[src/rtl/syn_rd_pkg.sv]
// Shared types for the commit sync-register reader: record layout, beat count, capture states.
// SYN_RD_SEQ_EN adds a {seq, drop} header beat to every record.
package syn_rd_pkg;

   localparam int BEAT_W = 32;

`ifdef SYN_RD_SEQ_EN
   localparam int REC_BEATS = 7;
   typedef struct packed {
      logic [15:0] seq;
      logic [15:0] drop;
      logic [63:0] rfdata;
      logic [63:0] instrcnt;
      logic [63:0] pc;
   } syn_rec_t;
`else
   localparam int REC_BEATS = 6;
   typedef struct packed {
      logic [63:0] rfdata;
      logic [63:0] instrcnt;
      logic [63:0] pc;
   } syn_rec_t;
`endif

   localparam logic [2:0] LAST_BEAT = 3'(REC_BEATS - 1);

   typedef enum logic [1:0] {
      ST_IDLE = 2'd0,
      ST_UPD  = 2'd1,
      ST_LOAD = 2'd2
   } syn_state_e;

   // Payload word k of a record, low half of each 64-bit field first.
   function automatic logic [BEAT_W-1:0] rec_word(input syn_rec_t rec, input logic [2:0] k);
      logic [BEAT_W-1:0] w;
      case (k)
         3'd0:    w = rec.pc[31:0];
         3'd1:    w = rec.pc[63:32];
         3'd2:    w = rec.instrcnt[31:0];
         3'd3:    w = rec.instrcnt[63:32];
         3'd4:    w = rec.rfdata[31:0];
         3'd5:    w = rec.rfdata[63:32];
         default: w = {BEAT_W{1'b0}};
      endcase
      return w;
   endfunction

   function automatic logic [BEAT_W-1:0] beat_word(input syn_rec_t rec, input logic [2:0] beat);
      logic [BEAT_W-1:0] w;
`ifdef SYN_RD_SEQ_EN
      if (beat == 3'd0) begin
         w = {rec.seq, rec.drop};
      end else begin
         w = rec_word(rec, beat - 3'd1);
      end
`else
      w = rec_word(rec, beat);
`endif
      return w;
   endfunction

endpackage

[src/rtl/peripheral_syn_reader_if.sv]
// Valid/ready beat stream from the sync-register reader to the host/checker link.
interface peripheral_syn_reader_if;
   import syn_rd_pkg::*;

   logic [BEAT_W-1:0] m_tdata;
   logic              m_tvalid;
   logic              m_tready;
   logic              m_tlast;

   modport master (output m_tdata, output m_tvalid, output m_tlast, input m_tready);
   modport slave  (input m_tdata, input m_tvalid, input m_tlast, output m_tready);

endinterface

[src/rtl/syn_rec_fifo.sv]
// Synchronous record FIFO; the caller never pushes when full without a same-cycle pop.
module syn_rec_fifo
   import syn_rd_pkg::*;
#(
   parameter int DEPTH = 4
) (
   input  logic                   clk,
   input  logic                   resetn,
   input  logic                   push,
   input  logic                   pop,
   input  syn_rec_t               din,
   output syn_rec_t               dout,
   output logic                   full,
   output logic                   empty,
   output logic [$clog2(DEPTH):0] level
);
   localparam int AW = $clog2(DEPTH);

   syn_rec_t        mem_r [DEPTH];
   logic [AW-1:0]   wr_ptr_r;
   logic [AW-1:0]   rd_ptr_r;
   logic [AW:0]     count_r;

   // Record storage; contents are don't-care until counted in.
   always_ff @(posedge clk) begin
      if (push) begin
         mem_r[wr_ptr_r] <= din;
      end
   end

   // Pointers wrap naturally because DEPTH is a power of two.
   always_ff @(posedge clk or negedge resetn) begin
      if (!resetn) begin
         wr_ptr_r <= {AW{1'b0}};
         rd_ptr_r <= {AW{1'b0}};
         count_r  <= {(AW+1){1'b0}};
      end else begin
         if (push) begin
            wr_ptr_r <= wr_ptr_r + AW'(1);
         end
         if (pop) begin
            rd_ptr_r <= rd_ptr_r + AW'(1);
         end
         case ({push, pop})
            2'b10:   count_r <= count_r + (AW+1)'(1);
            2'b01:   count_r <= count_r - (AW+1)'(1);
            default: count_r <= count_r;
         endcase
      end
   end

   assign dout  = mem_r[rd_ptr_r];
   assign full  = (count_r == (AW+1)'(DEPTH));
   assign empty = (count_r == {(AW+1){1'b0}});
   assign level = count_r;

endmodule

[src/rtl/peripheral_syn_reader.sv]
// Commit sync-register reader: captures {rfData,instrcnt,pc} per commit and streams it as 32-bit beats.
// Optional SYN_RD_SEQ_EN prepends a {seq, drop_cnt} header beat to each record.
module peripheral_syn_reader
   import syn_rd_pkg::*;
#(
   parameter int DEPTH  = 4,
   parameter int DROP_W = 16
) (
   input  logic                      clk,
   input  logic                      resetn,
   input  logic                      sync_valid,
   input  logic [127:0]              syn_reg1,
   input  logic [127:0]              syn_reg2,
   output logic                      syn_reg1_update,
   peripheral_syn_reader_if.master   strm,
   output logic [DROP_W-1:0]         drop_cnt,
   output logic [$clog2(DEPTH):0]    fifo_level
);
   syn_state_e        state_r;
   logic              upd_r;
   logic [DROP_W-1:0] drop_cnt_r;
   logic [2:0]        beat_r;
   syn_rec_t          rec_in_s;
   syn_rec_t          head_s;
   logic              full_s, empty_s, tvalid_s, last_s, pop_s, push_s;
   logic              lost_commit_s, lost_rec_s;
   logic [1:0]        drop_inc_s;
   logic              syn_reg2_unused_s;

   function automatic logic [DROP_W-1:0] sat_add(input logic [DROP_W-1:0] a, input logic [1:0] inc);
      logic [DROP_W+1:0] sum;
      sum = (DROP_W+2)'(a) + (DROP_W+2)'(inc);
      if (sum > (DROP_W+2)'({DROP_W{1'b1}})) begin
         return {DROP_W{1'b1}};
      end else begin
         return sum[DROP_W-1:0];
      end
   endfunction

`ifdef SYN_RD_SEQ_EN
   logic [15:0] seq_r;

   function automatic logic [15:0] sat16(input logic [DROP_W-1:0] v);
      logic [DROP_W+16:0] ext;
      ext = (DROP_W+17)'(v);
      if (ext > (DROP_W+17)'(17'h0FFFF)) begin
         return 16'hFFFF;
      end else begin
         return ext[15:0];
      end
   endfunction

   // Sequence number of the next record to be pushed.
   always_ff @(posedge clk or negedge resetn) begin
      if (!resetn) begin
         seq_r <= 16'h0000;
      end else if (push_s) begin
         seq_r <= seq_r + 16'h0001;
      end else begin
         seq_r <= seq_r;
      end
   end
`endif

   // Push/pop/drop decisions; a pop on the final beat frees space for a same-cycle push.
   always_comb begin
      tvalid_s      = !empty_s;
      last_s        = (beat_r == LAST_BEAT);
      pop_s         = tvalid_s && strm.m_tready && last_s;
      push_s        = (state_r == ST_LOAD) && (!full_s || pop_s);
      lost_commit_s = sync_valid && (state_r != ST_IDLE);
      lost_rec_s    = (state_r == ST_LOAD) && full_s && !pop_s;
      drop_inc_s    = {1'b0, lost_commit_s} + {1'b0, lost_rec_s};
      rec_in_s          = '0;
      rec_in_s.pc       = syn_reg1[63:0];
      rec_in_s.instrcnt = syn_reg1[127:64];
      rec_in_s.rfdata   = syn_reg2[63:0];
`ifdef SYN_RD_SEQ_EN
      rec_in_s.seq      = seq_r;
      rec_in_s.drop     = sat16(drop_cnt_r);
`endif
   end

   // Capture FSM: request a syn_reg1 update, then sample both registers one cycle later.
   always_ff @(posedge clk or negedge resetn) begin
      if (!resetn) begin
         state_r <= ST_IDLE;
         upd_r   <= 1'b0;
      end else begin
         case (state_r)
            ST_IDLE: begin
               state_r <= sync_valid ? ST_UPD : ST_IDLE;
               upd_r   <= sync_valid;
            end
            ST_UPD: begin
               state_r <= ST_LOAD;
               upd_r   <= 1'b0;
            end
            ST_LOAD: begin
               state_r <= ST_IDLE;
               upd_r   <= 1'b0;
            end
            default: begin
               state_r <= ST_IDLE;
               upd_r   <= 1'b0;
            end
         endcase
      end
   end

   // Lost commits and discarded records; saturates rather than wrapping.
   always_ff @(posedge clk or negedge resetn) begin
      if (!resetn) begin
         drop_cnt_r <= {DROP_W{1'b0}};
      end else begin
         drop_cnt_r <= sat_add(drop_cnt_r, drop_inc_s);
      end
   end

   // Beat index within the head record; advances only on an accepted beat.
   always_ff @(posedge clk or negedge resetn) begin
      if (!resetn) begin
         beat_r <= 3'd0;
      end else if (tvalid_s && strm.m_tready) begin
         beat_r <= last_s ? 3'd0 : beat_r + 3'd1;
      end else begin
         beat_r <= beat_r;
      end
   end

   syn_rec_fifo #(.DEPTH(DEPTH)) u_fifo (
      .clk    (clk),
      .resetn (resetn),
      .push   (push_s),
      .pop    (pop_s),
      .din    (rec_in_s),
      .dout   (head_s),
      .full   (full_s),
      .empty  (empty_s),
      .level  (fifo_level)
   );

   assign syn_reg2_unused_s = ^syn_reg2[127:64];
   assign syn_reg1_update   = upd_r;
   assign drop_cnt          = drop_cnt_r;
   assign strm.m_tvalid     = tvalid_s;
   assign strm.m_tlast      = tvalid_s && last_s;
   assign strm.m_tdata      = tvalid_s ? beat_word(head_s, beat_r) : {BEAT_W{1'b0}};

endmodule

[src/flat_wrapper.sv]
// flat-port wrapper written by rule: the top's interface ports become plain ports
module peripheral_syn_reader_flat import syn_rd_pkg::*;
#(
   parameter int DEPTH  = 4,
   parameter int DROP_W = 16
)
  (clk, resetn, sync_valid, syn_reg1, syn_reg2, syn_reg1_update, drop_cnt, fifo_level, strm_m_tdata, strm_m_tvalid, strm_m_tlast, strm_m_tready);
  peripheral_syn_reader_if strm_i ();
  input  logic clk;
  input  logic resetn;
  input  logic sync_valid;
  input  logic [127:0] syn_reg1;
  input  logic [127:0] syn_reg2;
  output logic syn_reg1_update;
  output logic [DROP_W-1:0] drop_cnt;
  output logic [$clog2(DEPTH):0] fifo_level;
  output wire logic [$bits(strm_i.m_tdata)-1:0] strm_m_tdata;
  output wire logic [$bits(strm_i.m_tvalid)-1:0] strm_m_tvalid;
  output wire logic [$bits(strm_i.m_tlast)-1:0] strm_m_tlast;
  input wire logic [$bits(strm_i.m_tready)-1:0] strm_m_tready;
  assign strm_m_tdata = strm_i.m_tdata;
  assign strm_m_tvalid = strm_i.m_tvalid;
  assign strm_m_tlast = strm_i.m_tlast;
  assign strm_i.m_tready = strm_m_tready;
  peripheral_syn_reader #(.DEPTH(DEPTH), .DROP_W(DROP_W)) u_core (.clk(clk), .resetn(resetn), .sync_valid(sync_valid), .syn_reg1(syn_reg1), .syn_reg2(syn_reg2), .syn_reg1_update(syn_reg1_update), .strm(strm_i), .drop_cnt(drop_cnt), .fifo_level(fifo_level));
endmodule
[config.mk]
export PLATFORM = sky130hd
export DESIGN_NAME = peripheral_syn_reader_flat
export DESIGN_NICKNAME = d
export VERILOG_FILES = /design/src/rtl/syn_rd_pkg.sv /design/src/rtl/peripheral_syn_reader_if.sv /design/src/rtl/syn_rec_fifo.sv /design/src/rtl/peripheral_syn_reader.sv /design/src/flat_wrapper.sv
export SDC_FILE = /design/constraint.sdc
export NUM_CORES = 1
export LEC_CHECK = 0
export ABC_AREA = 1
export ABC_CLOCK_PERIOD_IN_PS = 13300
export BUFFER_PORTS_ARGS = -buffer_cell sky130_fd_sc_hd__buf_4
export CORE_ASPECT_RATIO = 1.75
export CORE_MARGIN = 2
export CORE_UTILIZATION = 30
export DETAILED_ROUTE_END_ITERATION = 7
export PLACE_DENSITY_LB_ADDON = 0.3
export REMOVE_ABC_BUFFERS = 1
export SYNTH_ARGS = -nofsm -noshare
export SYNTH_HDL_FRONTEND = slang
export SYNTH_SLANG_ARGS = --single-unit
[constraint.sdc]
create_clock -name clk -period 13.3 [get_ports clk]
set_input_delay 2.66 -clock clk [delete_from_list [all_inputs] [get_ports clk]]
set_output_delay 2.66 -clock clk [all_outputs]
set_load 0.01 [all_outputs]
# Word-level counts from Yosys, hierarchy flattened
# Memory sizes are Yosys's and may differ from the RTL's.
# Index checks and enable logic that the tools add are counted.
[classes]
n_addsub = 7
muxes = 10
n_eq_ne = 10
order_cmp = 1
reduce_logical = 16
[ops]
columns = ["op", "n"]
rows = [
  ["case mux 32 bit (6 select lines)", 1],
  ["2-to-1 mux 32 bit", 1],
  ["greater-than comparator 18 x 16 -> 1 bit, second input constant", 1],
  ["adder 16 x 2 -> 17 bit", 1],
  ["2-to-1 mux 16 bit", 1],
  ["== test 3 bit, second input constant", 3],
  ["logical AND 1 bit", 7],
  ["adder 3 x 1 -> 3 bit, second input constant", 2],
  ["== test 3 x 2 -> 1 bit, second input constant", 2],
  ["logical NOT 3 bit", 2],
  ["case mux 3 bit (2 select lines)", 1],
  ["adder 2 x 1 -> 2 bit, second input constant", 2],
  ["== test 2 x 1 -> 1 bit, second input constant", 2],
  ["== test 2 bit, second input constant", 2],
  ["2-to-1 mux 1 bit", 4],
  ["case mux 2 bit (2 select lines)", 1],
  ["nonzero test 2 bit", 2],
  ["== test 3 x 1 -> 1 bit, second input constant", 1],
  ["logical NOT 1 bit", 3],
  ["2-to-1 mux 3 bit", 1],
  ["subtractor 3 x 1 -> 3 bit, second input constant", 1],
  ["adder 1 x 1 -> 2 bit", 1],
  ["logical NOT 2 bit", 1],
  ["logical OR 1 bit", 1],
]
[word_totals]
out_inout_bits = 54
elab_cells = 52
register_bits = 29
ramBits = 768
memories = 1
inputBits = 260
[memory_table]
columns = ["memory", "depth", "width", "rd", "rd_ports_with_merged_regs", "wr", "line", "text"]
rows = [
  ["u_core.u_fifo.mem_r", 4, 192, 1, 0, 1, "syn_rec_fifo.sv:19", "syn_rec_t mem_r [DEPTH];"],
]

# Longest topological paths before layout
# Gate-level depths: netlist of the first run.
[depth]
ltp_word = 10
depth_mapped = 15
mapped_depth_nobuf = 15

# Modules after synthesis
# A second synthesis of the first run with hierarchy kept.
[unflattened]
hier_cells = 2853
hier_area_um2 = 34573.2
[modules_own_cells]
columns = ["mod", "seq_area_each_um2", "area_each_um2", "instances", "cells_per_inst"]
rows = [
  ["syn_rec_fifo", 23237.3, 31487.7, 1, 2289],
  ["peripheral_syn_reader", 525.5, 3085.5, 1, 564],
]

# Worst setup path before layout of the first run
# No wires, ideal clock.
[synth_timing]
path_kind = "input -> register"
start = "input strm_m_tready"
end = "memory u_core.u_fifo.mem_r[0][0] (netlist bit), enable pin"
path_stages = 4
path_buffers = 0
arrival_time_ns = 10.962
slack_ns = 1.591
t_required_ns = 12.553
setup_time_ns = 0.747
path_cell_list = "nand3_1 nand2_1 nand2_2 nor2_1"
[synth_between]
elab_chain_cells = 6
[synth_lines]
columns = ["element", "line", "text"]
rows = [
  ["start: declaration", "flat_wrapper.sv:20", "input wire logic [$bits(strm_i.m_tready)-1:0] strm_m_tready;"],
  ["logical AND 1 bit (2 in series)", "peripheral_syn_reader.sv:69", "pop_s = tvalid_s && strm.m_tready && last_s;"],
  ["logical OR 1 bit", "peripheral_syn_reader.sv:70", "push_s = (state_r == ST_LOAD) && (!full_s || pop_s);"],
  ["logical AND 1 bit", "peripheral_syn_reader.sv:70", ""],
  ["2-to-1 mux 1 bit", "syn_rec_fifo.sv:26", "if (push) begin"],
  ["2-to-1 mux 1 bit (not written as such)", "syn_rec_fifo.sv:27", "mem_r[wr_ptr_r] <= din;"],
  ["end: declaration", "syn_rec_fifo.sv:19", ""],
]
# No other way between the ends.

# Worst setup path in the final report of the first run
[layout_timing]
start = "register u_core.u_fifo.rd_ptr_r[0]"
end = "output strm_m_tdata[18]"
[layout_between]
elab_chain_cells = 3
[layout_lines]
columns = ["element", "line", "text"]
rows = [
  ["start: declaration", "syn_rec_fifo.sv:21", "logic [AW-1:0] rd_ptr_r;"],
  ["start signal: assignment", "syn_rec_fifo.sv:35", "rd_ptr_r <= {AW{1'b0}};"],
  ["start signal: assignment", "syn_rec_fifo.sv:42", "rd_ptr_r <= rd_ptr_r + AW'(1);"],
  ["memory read (4 x 192 bit)", "n/a", ""],
  ["case mux 32 bit (6 select lines)", "syn_rd_pkg.sv:36", "case (k)"],
  ["2-to-1 mux 32 bit", "peripheral_syn_reader.sv:148", "assign strm.m_tdata = tvalid_s ? beat_word(head_s, beat_r) : {BEAT_W{1'b0}};"],
  ["end: declaration", "flat_wrapper.sv:17", "output wire logic [$bits(strm_i.m_tdata)-1:0] strm_m_tdata;"],
]
# No other way between the ends.

==> results.json, run 1 <==
{
  "placed_cell_area_sq_um": 37620,
  "setup_viol_count_final": 0,
  "ir_worst_vdd_v": 0.0001316,
  "rows": 164,
  "max_cap_violations": 0,
  "pre_cts_slack_ps": 6429,
  "finalWirelength_mm": 86.62,
  "critical_path_class": "reg2out",
  "ys_warn_count": 0,
  "static-leakage-power_uw": 0.01725,
  "grt_usage_pct": 14.70,
  "clk_latency_ps": 660,
  "timing.hold.ws_ps": 448.3,
  "drive_above_1_share_pct": 11.40,
  "clk_pin_slew_ps": 60,
  "synth_top_area_share_pct": 67.38,
  "setup_tns_ps": 0,
  "powerDensity_nw_per_um2": 195.6,
  "finalCriticalPeriod_ps": 7397,
  "fin_crit_sh_pct": 55.62,
  "status": "finished clean",
  "antenna_found_initial": 9,
  "postRouteAntennaNets": 0,
  "route.detailed.drc": 0,
  "die_height_um": 450.8,
  "portBuffers": 249,
  "crit_path_max_fanout": 159,
  "yosys.area.top_type": "edfxtp_1",
  "hold_buffers": 0,
  "power.total_uw": 7850,
  "syn_avg_cell_area_sq_um": 10.24,
  "synthArstFlopShare_pct": 3.518,
  "via_per_inst": 4.380,
  "cts_max_level": 3,
  "cts_resized": 0,
  "cts.sinks": 796,
  "tightest_slew_ps": 1217,
  "first_iter_violations": 1342,
  "timing.final.ws_setup_ps": 5903,
  "max_freq_ghz": 0.1352,
  "die-area_sq_um": 116900,
  "cp.required_ps": 10640,
  "ios": 314,
  "root_buffer": "clkbuf_16",
  "synth-seq-cells": 796,
  "grt_pass1_vias": 22033,
  "hp-class": "reg2reg",
  "post_cts_buffers": 0,
  "place_congestion": 0.7294,
  "post-dp-hpwl_mm": 46.82,
  "coreArea_sq_um": 113700,
  "grt_max_degree": 160,
  "ys_types": 28,
  "grt_pass1_wl_mm": 129.5,
  "die_w_um": 259.3,
  "n_fill_cell": 11251,
  "vias": 22384,
  "synth_cells": 3342,
  "slew_headroom_pct": 18.71,
  "clockBufferDepth": 3,
  "cts_inserted_buffers": 78,
  "initial_core_util_pct": 30.11,
  "wl_per_cell_um": 16.95,
  "hold_viol": 0,
  "synth_edf_count": 768,
  "syn-cell-area_sq_um": 34230,
  "area_growth_pct": 17.22,
  "endpoint_kind": "output port",
  "critical_path_arrival_ps": 4740,
  "synthMostInstantiatedCell": "nand2_1",
  "gr-total-overflow": 0,
  "synth_flop_cell": "edfxtp_1",
  "fin_nets": 3825,
  "yosys-top-cells-count": "nand2_1, edfxtp_1, inv_1",
  "synth_area_leaders": "edfxtp_1, nand2_1, inv_1",
  "slew_viol_final": 0,
  "rsz0062_at_grt": "no",
  "synth_seq_area_share_pct": 69.42,
  "worst_setup_path_start_kind": "flop",
  "fin_area_sq_um": 40120,
  "cts_tree": "built",
  "fin_worst_skew_ps": 27.28,
  "dr.pass1.iters": 5
}
-- worst max-delay path, cell delays in order, from the launching register on --
cell	delay, ps
dfrtp_4	670
inv_8	560
buf_12	650
buf_4	930
nand2_1	120
nand2_1	100
nand2_1	50
o21ai_0	110
nand2_1	80
nand2_1	80
inv_1	30
a21oi_1	300
buf_4	190
-- cells by family after synthesis --
group	share of synthesized area, %
compound gates	2.493
simple gates	18.97
xor+xnor	0.3070
flops	69.42
buf+inv	8.469
fa+ha+maj	0.3363
-- cells in the final DEF (no fill, tap or decap), types with 6 or more instances in the layout --
cell type	count
nand2_1	1224
edfxtp_1	768
inv_1	576
buf_4	281
nand3_1	271
nor2_1	114
o21ai_0	100
clkbuf_16	84
a21oi_1	38
o21ai_1	31
dfrtp_1	26
clkbuf_1	16
clkinv_2	13
xor2_1	11
clkinv_1	10
nor2_4	6
-- report_power, final --
group	switching, uW	total (uW)	leakage, uW	internal, uW
clock network	929	2180	0.00122	1250
registers	105	3080	0.00728	2970
logic	1790	2600	0.00875	805
-- per-layer routing --
| metal | wire [um] | vias up | GRT usage [%] | part of all wire [%] |
|---|---|---|---|---|
| li1 | - | 11047 | - | - |
| met1 | 35860 | 10751 | 17.39 | 41 |
| met2 | 43980 | 447 | 26.08 | 51 |
| met3 | 4463 | 133 | 3.042 | 5.2 |
| met4 | 2272 | 6 | 5.325 | 2.6 |
| met5 | 42 | - | 0 | 0.048 |
-- cell type report --
class                           instances  area (sq um)  area share (%)
Sequential cell                       796         23770           59.24
Multi-Input combinational cell       1818          7622           19.00
Inverter                              579          2186           5.448
Timing Repair Buffer                  284          2170           5.407
Clock buffer                          100          2162           5.388
Tap cell                             1494          1869           4.659
Clock inverter                         36         335.3          0.8357
Antenna cell                            4         10.01         0.02495
-- state kept, by name, summed over array words and instances, names as in the netlist --
register,count
u_core.u_fifo.wr_ptr_r,2
u_core.drop_cnt,16
u_core.beat_r,3
u_core.u_fifo.rd_ptr_r,2
u_core.state_r,2
u_core.u_fifo.level,3
u_core.u_fifo.mem_r,768
-- metrics by stage --
stage / instances / utilization, %
2_1_floorplan: 3193 / -
3_3_place_gp: 4971 / 33.09
3_5_place_dp: 4971 / 33.09
4_1_cts: 5107 / 35.29
5_1_grt: 5111 / 35.30
6_report: 5111 / 35.30
-- final timing paths --
kind	start	slack (ps)	endpoint	depth (start not counted)
max	u_core.u_fifo.rd_ptr_r[0]	5900	strm_m_tdata[18]	12
min	u_core.state_r[1]	450	u_core.state_r[1]	1
max reg2reg	u_core.beat_r[1]	7850	u_core.u_fifo.mem_r[0][83]	11
min reg2reg	u_core.state_r[1]	450	u_core.state_r[1]	1
max in group asynchronous	resetn	11050	u_core.u_fifo.rd_ptr_r[1]	1
min in group asynchronous	resetn	1940	u_core.drop_cnt[12]	1
Note: power is estimated with default switching activity, not from simulation.
==> run 2: changes to the inputs <==
--- a/config.mk
+++ b/config.mk
@@ -5,8 +5,8 @@
 export SDC_FILE = /design/constraint.sdc
 export NUM_CORES = 1
 export LEC_CHECK = 0
-export ABC_AREA = 1
-export ABC_CLOCK_PERIOD_IN_PS = 13300
+export ABC_AREA = 0
+export ABC_CLOCK_PERIOD_IN_PS = 6500
 export BUFFER_PORTS_ARGS = -buffer_cell sky130_fd_sc_hd__buf_4
 export CORE_ASPECT_RATIO = 1.75
 export CORE_MARGIN = 2
==> constraint.sdc (replaced) <==
create_clock -name clk -period 6.5 [get_ports clk]
set_input_delay 1.3 -clock clk [delete_from_list [all_inputs] [get_ports clk]]
set_output_delay 1.3 -clock clk [all_outputs]
set_load 0.01 [all_outputs]
==> results.json, run 2 <==
{
  "antenna_found_initial": 12,
  "worst_setup_path_start_kind": "flop",
  "synth_edf_count": 768,
  "pre_cts_slack_ps": 2040,
  "vias": 15527,
  "crit_path_max_fanout": 17,
  "synth-seq-cells": 796,
  "ios": 314,
  "route.detailed.drc": 0,
  "grt_usage_pct": 14.59,
  "wl_per_cell_um": 23.57,
  "timing.hold.ws_ps": 487.7,
  "timing.final.ws_setup_ps": 1432,
  "largest_reg_flops": 768,
  "multi_input_area_sq_um": 6392,
  "root_buffer": "clkbuf_16",
  "finalCriticalPeriod_ps": 5068,
  "critical_path_arrival_ps": 3770,
  "largest_register": "u_core.u_fifo.mem_r",
  "rows": 155,
  "rsz0062_at_grt": "no",
  "ir_worst_vdd_v": 0.0002904,
  "n_fill_cell": 9543,
  "slew_headroom_pct": 34.58,
  "synth_flop_cell": "edfxtp_1",
  "syn-cell-area_sq_um": 30660,
  "slew_viol_final": 0,
  "portBuffers": 249,
  "holdPathStages": 1,
  "gr-total-overflow": 0,
  "synthArstFlopShare_pct": 3.518,
  "die_height_um": 426.9,
  "fin_worst_skew_ps": 27.74,
  "ys_types": 53,
  "hold_buffers": 0,
  "tightest_slew_ps": 981.3,
  "place_congestion": 0.7432,
  "grt_max_degree": 81,
  "clk_pin_slew_ps": 70,
  "clk_latency_ps": 650,
  "yosys.area.top_type": "edfxtp_1",
  "synth_seq_area_share_pct": 77.51,
  "synth_top_area_share_pct": 75.22,
  "fin_nets": 2111,
  "grt_pass1_vias": 16723,
  "endpoint_kind": "output port",
  "drive_above_1_share_pct": 26.14,
  "first_iter_violations": 836,
  "postRouteAntennaNets": 0,
  "powerDensity_nw_per_um2": 409.3,
  "critical_path_class": "reg2out",
  "finalWirelength_mm": 76.33,
  "status": "finished clean",
  "synth_area_leaders": "edfxtp_1, mux2i_1, mux4_2",
  "die-area_sq_um": 104900,
  "cts_resized": 0,
  "fin_crit_sh_pct": 77.96,
  "max_cap_violations": 0,
  "synthMostInstantiatedCell": "edfxtp_1",
  "cts_max_level": 3,
  "die_w_um": 245.7,
  "initial_core_util_pct": 30.17,
  "cts_inserted_buffers": 76,
  "r2r_cells": 5,
  "ys_warn_count": 0,
  "post-dp-hpwl_mm": 46.12,
  "setup_viol_count_final": 0,
  "area_growth_pct": 19.88,
  "hp-class": "reg2reg",
  "cp.required_ps": 5200,
  "hold_viol": 0,
  "grt_pass1_wl_mm": 110.5,
  "coreArea_sq_um": 101600,
  "final_common_cell": "edfxtp_1",
  "dr.pass1.iters": 5,
  "cts_tree": "built",
  "max_freq_ghz": 0.1973,
  "static-leakage-power_uw": 0.01249,
  "ff_latch_area_sq_um": 23770,
  "yosys-top-cells-count": "edfxtp_1, mux2i_1, o22ai_1",
  "synth_cells": 1563,
  "cts.sinks": 796,
  "post_cts_buffers": 0,
  "layout_common_cells": "edfxtp_1, buf_4, mux2i_1, o22ai_1, clkbuf_16",
  "clockBufferDepth": 3,
  "via_per_inst": 4.794,
  "syn_avg_cell_area_sq_um": 19.61
}
[run 2: changes by cell type in the layout (fill, tap and decap cells not counted), moves of 8 or more]
cell      delta
o22ai_1    +126
o21ai_0     -98
nand3_1    -262
nor4_1      +33
mux4_2      +64
a22oi_1     +31
xnor2_1     +11
o21ai_1     -30
clkbuf_1     -8
nand2_1   -1209
inv_1      -566
mux2i_1    +257
buf_12       +9
nor2_1     -108
[run 2: area by class of cell]
type,instances,share of cell area [%]
Antenna cell,4,0.02723
Clock buffer,89,5.505
Timing Repair Buffer,292,6.373
Clock inverter,47,1.386
Inverter,10,0.1021
Tap cell,1334,4.541
Sequential cell,796,64.67
Multi-Input combinational cell,667,17.39
[run 2: path summary, 6_finish.rpt]
kind | start | to | slack [ps]
worst min-delay path | u_core.state_r[1] | u_core.state_r[1] | 490
worst min register to register | u_core.state_r[1] | u_core.state_r[1] | 490
worst max-delay path | u_core.beat_r[2] | strm_m_tdata[4] | 1430
worst max register to register | u_core.beat_r[0] | u_core.u_fifo.mem_r[1][176] | 2470
max in group asynchronous | resetn | u_core.u_fifo.rd_ptr_r[1] | 5610
min in group asynchronous | resetn | u_core.beat_r[2] | 570
[run 2: power by group]
group          switching (uW)  internal [uW]
registers                 276           6100
clock network            1930           2570
logic                    2370           1800
[run 2: cells by family after synthesis]
family	share of synthesized area, %
buf+inv	1.881
compound gates	4.424
mux	13.20
simple gates	2.151
xor+xnor	0.4571
fa+ha+maj	0.3755
flops	77.51
[run 2: stage by stage]
stage | instances | power (uW) | TNS (ps) | cell area [sq um] | util (%)
6_report | 3239 | 15040 | 0 | 36750 | 36.17
5_1_grt | 3239 | 15760 | 0 | 36750 | 36.17
4_1_cts | 3235 | 15340 | 0 | 36740 | 36.16
3_5_place_dp | 3099 | 10780 | 0 | 34210 | 33.67
3_3_place_gp | 3099 | 10730 | 0 | 34210 | 33.67
2_1_floorplan | 1473 | 9242 | -554470 | 30120 | -
[run 2: routing by layer]
layer	wire length, um	GRT usage, %	part of all wire, %	vias to the layer above
li1	-	-	-	7004
met1	29370	16.53	38	8012
met2	40520	26.38	53	372
met3	4052	3.405	5.3	129
met4	2315	5.687	3.0	10
met5	69	0	0.090	-
[run 2: worst max-delay path: stages (launching register included)]
cell     delay, ps
dfrtp_1        650
inv_1          220
ha_1           320
nand2_2        620
buf_4          340
o22ai_1        120
nor4_1         490
a21oi_1        150
buf_4          180
==> run 3: changes to the inputs <==
--- a/config.mk
+++ b/config.mk
@@ -6,7 +6,7 @@
 export NUM_CORES = 1
 export LEC_CHECK = 0
 export ABC_AREA = 0
-export ABC_CLOCK_PERIOD_IN_PS = 6500
+export ABC_CLOCK_PERIOD_IN_PS = 4130
 export BUFFER_PORTS_ARGS = -buffer_cell sky130_fd_sc_hd__buf_4
 export CORE_ASPECT_RATIO = 1.75
 export CORE_MARGIN = 2
==> constraint.sdc (replaced) <==
create_clock -name clk -period 4.13 [get_ports clk]
set_input_delay 0.826 -clock clk [delete_from_list [all_inputs] [get_ports clk]]
set_output_delay 0.826 -clock clk [all_outputs]
set_load 0.01 [all_outputs]
==> results.json, run 3 (synthesis results as in run 2) <==
{
  "placed_cell_area_sq_um": 34720,
  "cts_inserted_buffers": 79,
  "finalWirelength_mm": 79.24,
  "static-leakage-power_uw": 0.01284,
  "grt_max_degree": 71,
  "ff_latch_area_sq_um": 23770,
  "die_w_um": 245.7,
  "max_cap_violations": 0,
  "critical_path_class": "reg2out",
  "layout_common_cells": "edfxtp_1, buf_4, mux2i_1, o22ai_1, clkbuf_16",
  "max_freq_ghz": 0.2532,
  "portBuffers": 249,
  "power_frac_clock_pct": 29.5,
  "r2r_cells": 9,
  "root_buffer": "clkbuf_16",
  "hp-class": "in2async",
  "grt_pass1_vias": 16993,
  "intPower_uw": 16870,
  "place_congestion": 0.7507,
  "dr.pass1.iters": 5,
  "hold_viol": 0,
  "powerDensity_nw_per_um2": 648.6,
  "vias": 15819,
  "grt_pass1_wl_mm": 112.5,
  "rsz0062_at_grt": "no",
  "largest_reg_flops": 768,
  "cts_max_level": 3,
  "die_height_um": 426.9,
  "cp.required_ps": 3300,
  "drive_above_1_share_pct": 28.35,
  "ios": 314,
  "clk_pin_slew_ps": 60,
  "gr-total-overflow": 0,
  "via_per_inst": 4.801,
  "initial_core_util_pct": 30.17,
  "grt_usage_pct": 14.82,
  "antenna_found_initial": 7,
  "setup_viol_count_final": 0,
  "clockBufferDepth": 3,
  "hold_buffers": 0,
  "ff2ff_setup_slack_ps": 830,
  "switching_share_pct": 30.53,
  "fin_worst_skew_ps": 23.34,
  "die-area_sq_um": 104900,
  "p_seq_share_pct": 41.0,
  "coreArea_sq_um": 101600,
  "clk_latency_ps": 670,
  "r2r-end": "u_core.drop_cnt[4]",
  "reg2reg_from": "u_core.beat_r[1]",
  "area_growth_pct": 22.11,
  "cts.sinks": 796,
  "critical_path_arrival_ps": 3120,
  "postRouteAntennaNets": 0,
  "slew_viol_final": 0,
  "endpoint_kind": "output port",
  "first_iter_violations": 864,
  "post-dp-hpwl_mm": 49.25,
  "route.detailed.drc": 0,
  "fin_crit_sh_pct": 95.62,
  "multi_input_area_sq_um": 6485,
  "pwr-share-comb_pct": 29.5,
  "crit_path_max_fanout": 20,
  "final_common_cell": "edfxtp_1",
  "slew_headroom_pct": 48.36,
  "power_switching_uw": 7414,
  "status": "finished clean",
  "worst_setup_path_start_kind": "flop",
  "fin_nets": 2165,
  "wl_per_cell_um": 24.05,
  "tightest_slew_ps": 768.0,
  "fin_area_sq_um": 37440,
  "n_fill_cell": 9461,
  "ir_worst_vdd_v": 0.0004312,
  "largest_register": "u_core.u_fifo.mem_r",
  "setup_tns_ps": 0,
  "rows": 155,
  "cts_tree": "built",
  "finalCriticalPeriod_ps": 3949
}
-- run 3: cell count changes in the layout (fill, tap and decap cells not counted), moves of 4 or more --
cell       previous run  this run
buf_4               280       316
buf_12               12        26
nor4_1               33        25
nor4_2                0         8
clkinv_1              8        15
clkbuf_16            78        83
clkbuf_1              8        12
-- run 3: area by class of cell --
cell class              instances  area share (%)
flip-flops and latches        796           63.50
clock buffers                  95           5.668
inverters                      10          0.1003
diodes                          3         0.02005
multi-input cells             668           17.32
repair buffers                342           7.727
well taps                    1334           4.458
clock inverters                47           1.200
-- run 3: stage by stage --
| step | setup slack [ps] | total power, uW | utilization (%) | hold WS (ps) | cells |
|---|---|---|---|---|---|
| 2_1_floorplan | -8543 | 13660 | - | 447.6 | 1473 |
| 3_3_place_gp | 608.0 | 17190 | 34.17 | 466.5 | 3144 |
| 3_5_place_dp | 624.3 | 17290 | 34.17 | 477.0 | 3144 |
| 4_1_cts | -32.09 | 24550 | 36.72 | 36.27 | 3286 |
| 5_1_grt | 14.71 | 25370 | 36.84 | 83.28 | 3295 |
| 6_report | 181.0 | 24280 | 36.84 | 99.02 | 3295 |
-- run 3: how the worst max path moves through the flow --
stage | startpoint | endpoint | slack, ps | cells past startpoint
detailed placement | u_core.beat_r[2] | strm_m_tdata[31] | 620 | 8
floorplan | u_core.u_fifo.rd_ptr_r[0] | strm_m_tdata[30] | -8540 | 4
CTS | u_core.beat_r[1] | strm_m_tdata[4] | -30 | 6
global placement | u_core.beat_r[2] | strm_m_tdata[4] | 610 | 6
finish | u_core.beat_r[0] | strm_m_tdata[19] | 180 | 8
global route | u_core.beat_r[0] | strm_m_tdata[10] | 10 | 9
-- run 3: routing by layer --
layer  wire length (um)  global-route usage (%)  up-vias  share of wire, %
met5                 28                       0        -             0.035
met4               2082                   5.545        4               2.6
met3               3983                   3.286      109               5.0
met2              42180                   26.50      425                53
met1              30970                   17.25     8169                39
li1                   -                       -     7112                 -
-- run 3: worst max-delay path, stage by stage (launching register included) --
cell,delay [ps]
dfrtp_2,480
buf_4,230
or4b_4,790
buf_12,270
o22ai_1,140
nor4_1,90
buf_4,160
a21oi_1,140
buf_4,140
-- run 3: repair_timing --
item                       4_1_cts  5_1_grt
cloned                           0        1
setup buffers                    0        5
pin swaps                        1        1
gates resized for setup          4       11
setup endpoints to repair       13        8
-- run 3: power groups by stage --
stage               clock (uW)  combinational (uW)  sequential, uW
floorplan                    0                3220           10400
finish                    7170                7170            9940
detailed placement           0                7210           10100
CTS                       7390                7240            9910
global placement             0                7150           10000
global route              7660                7710           10000
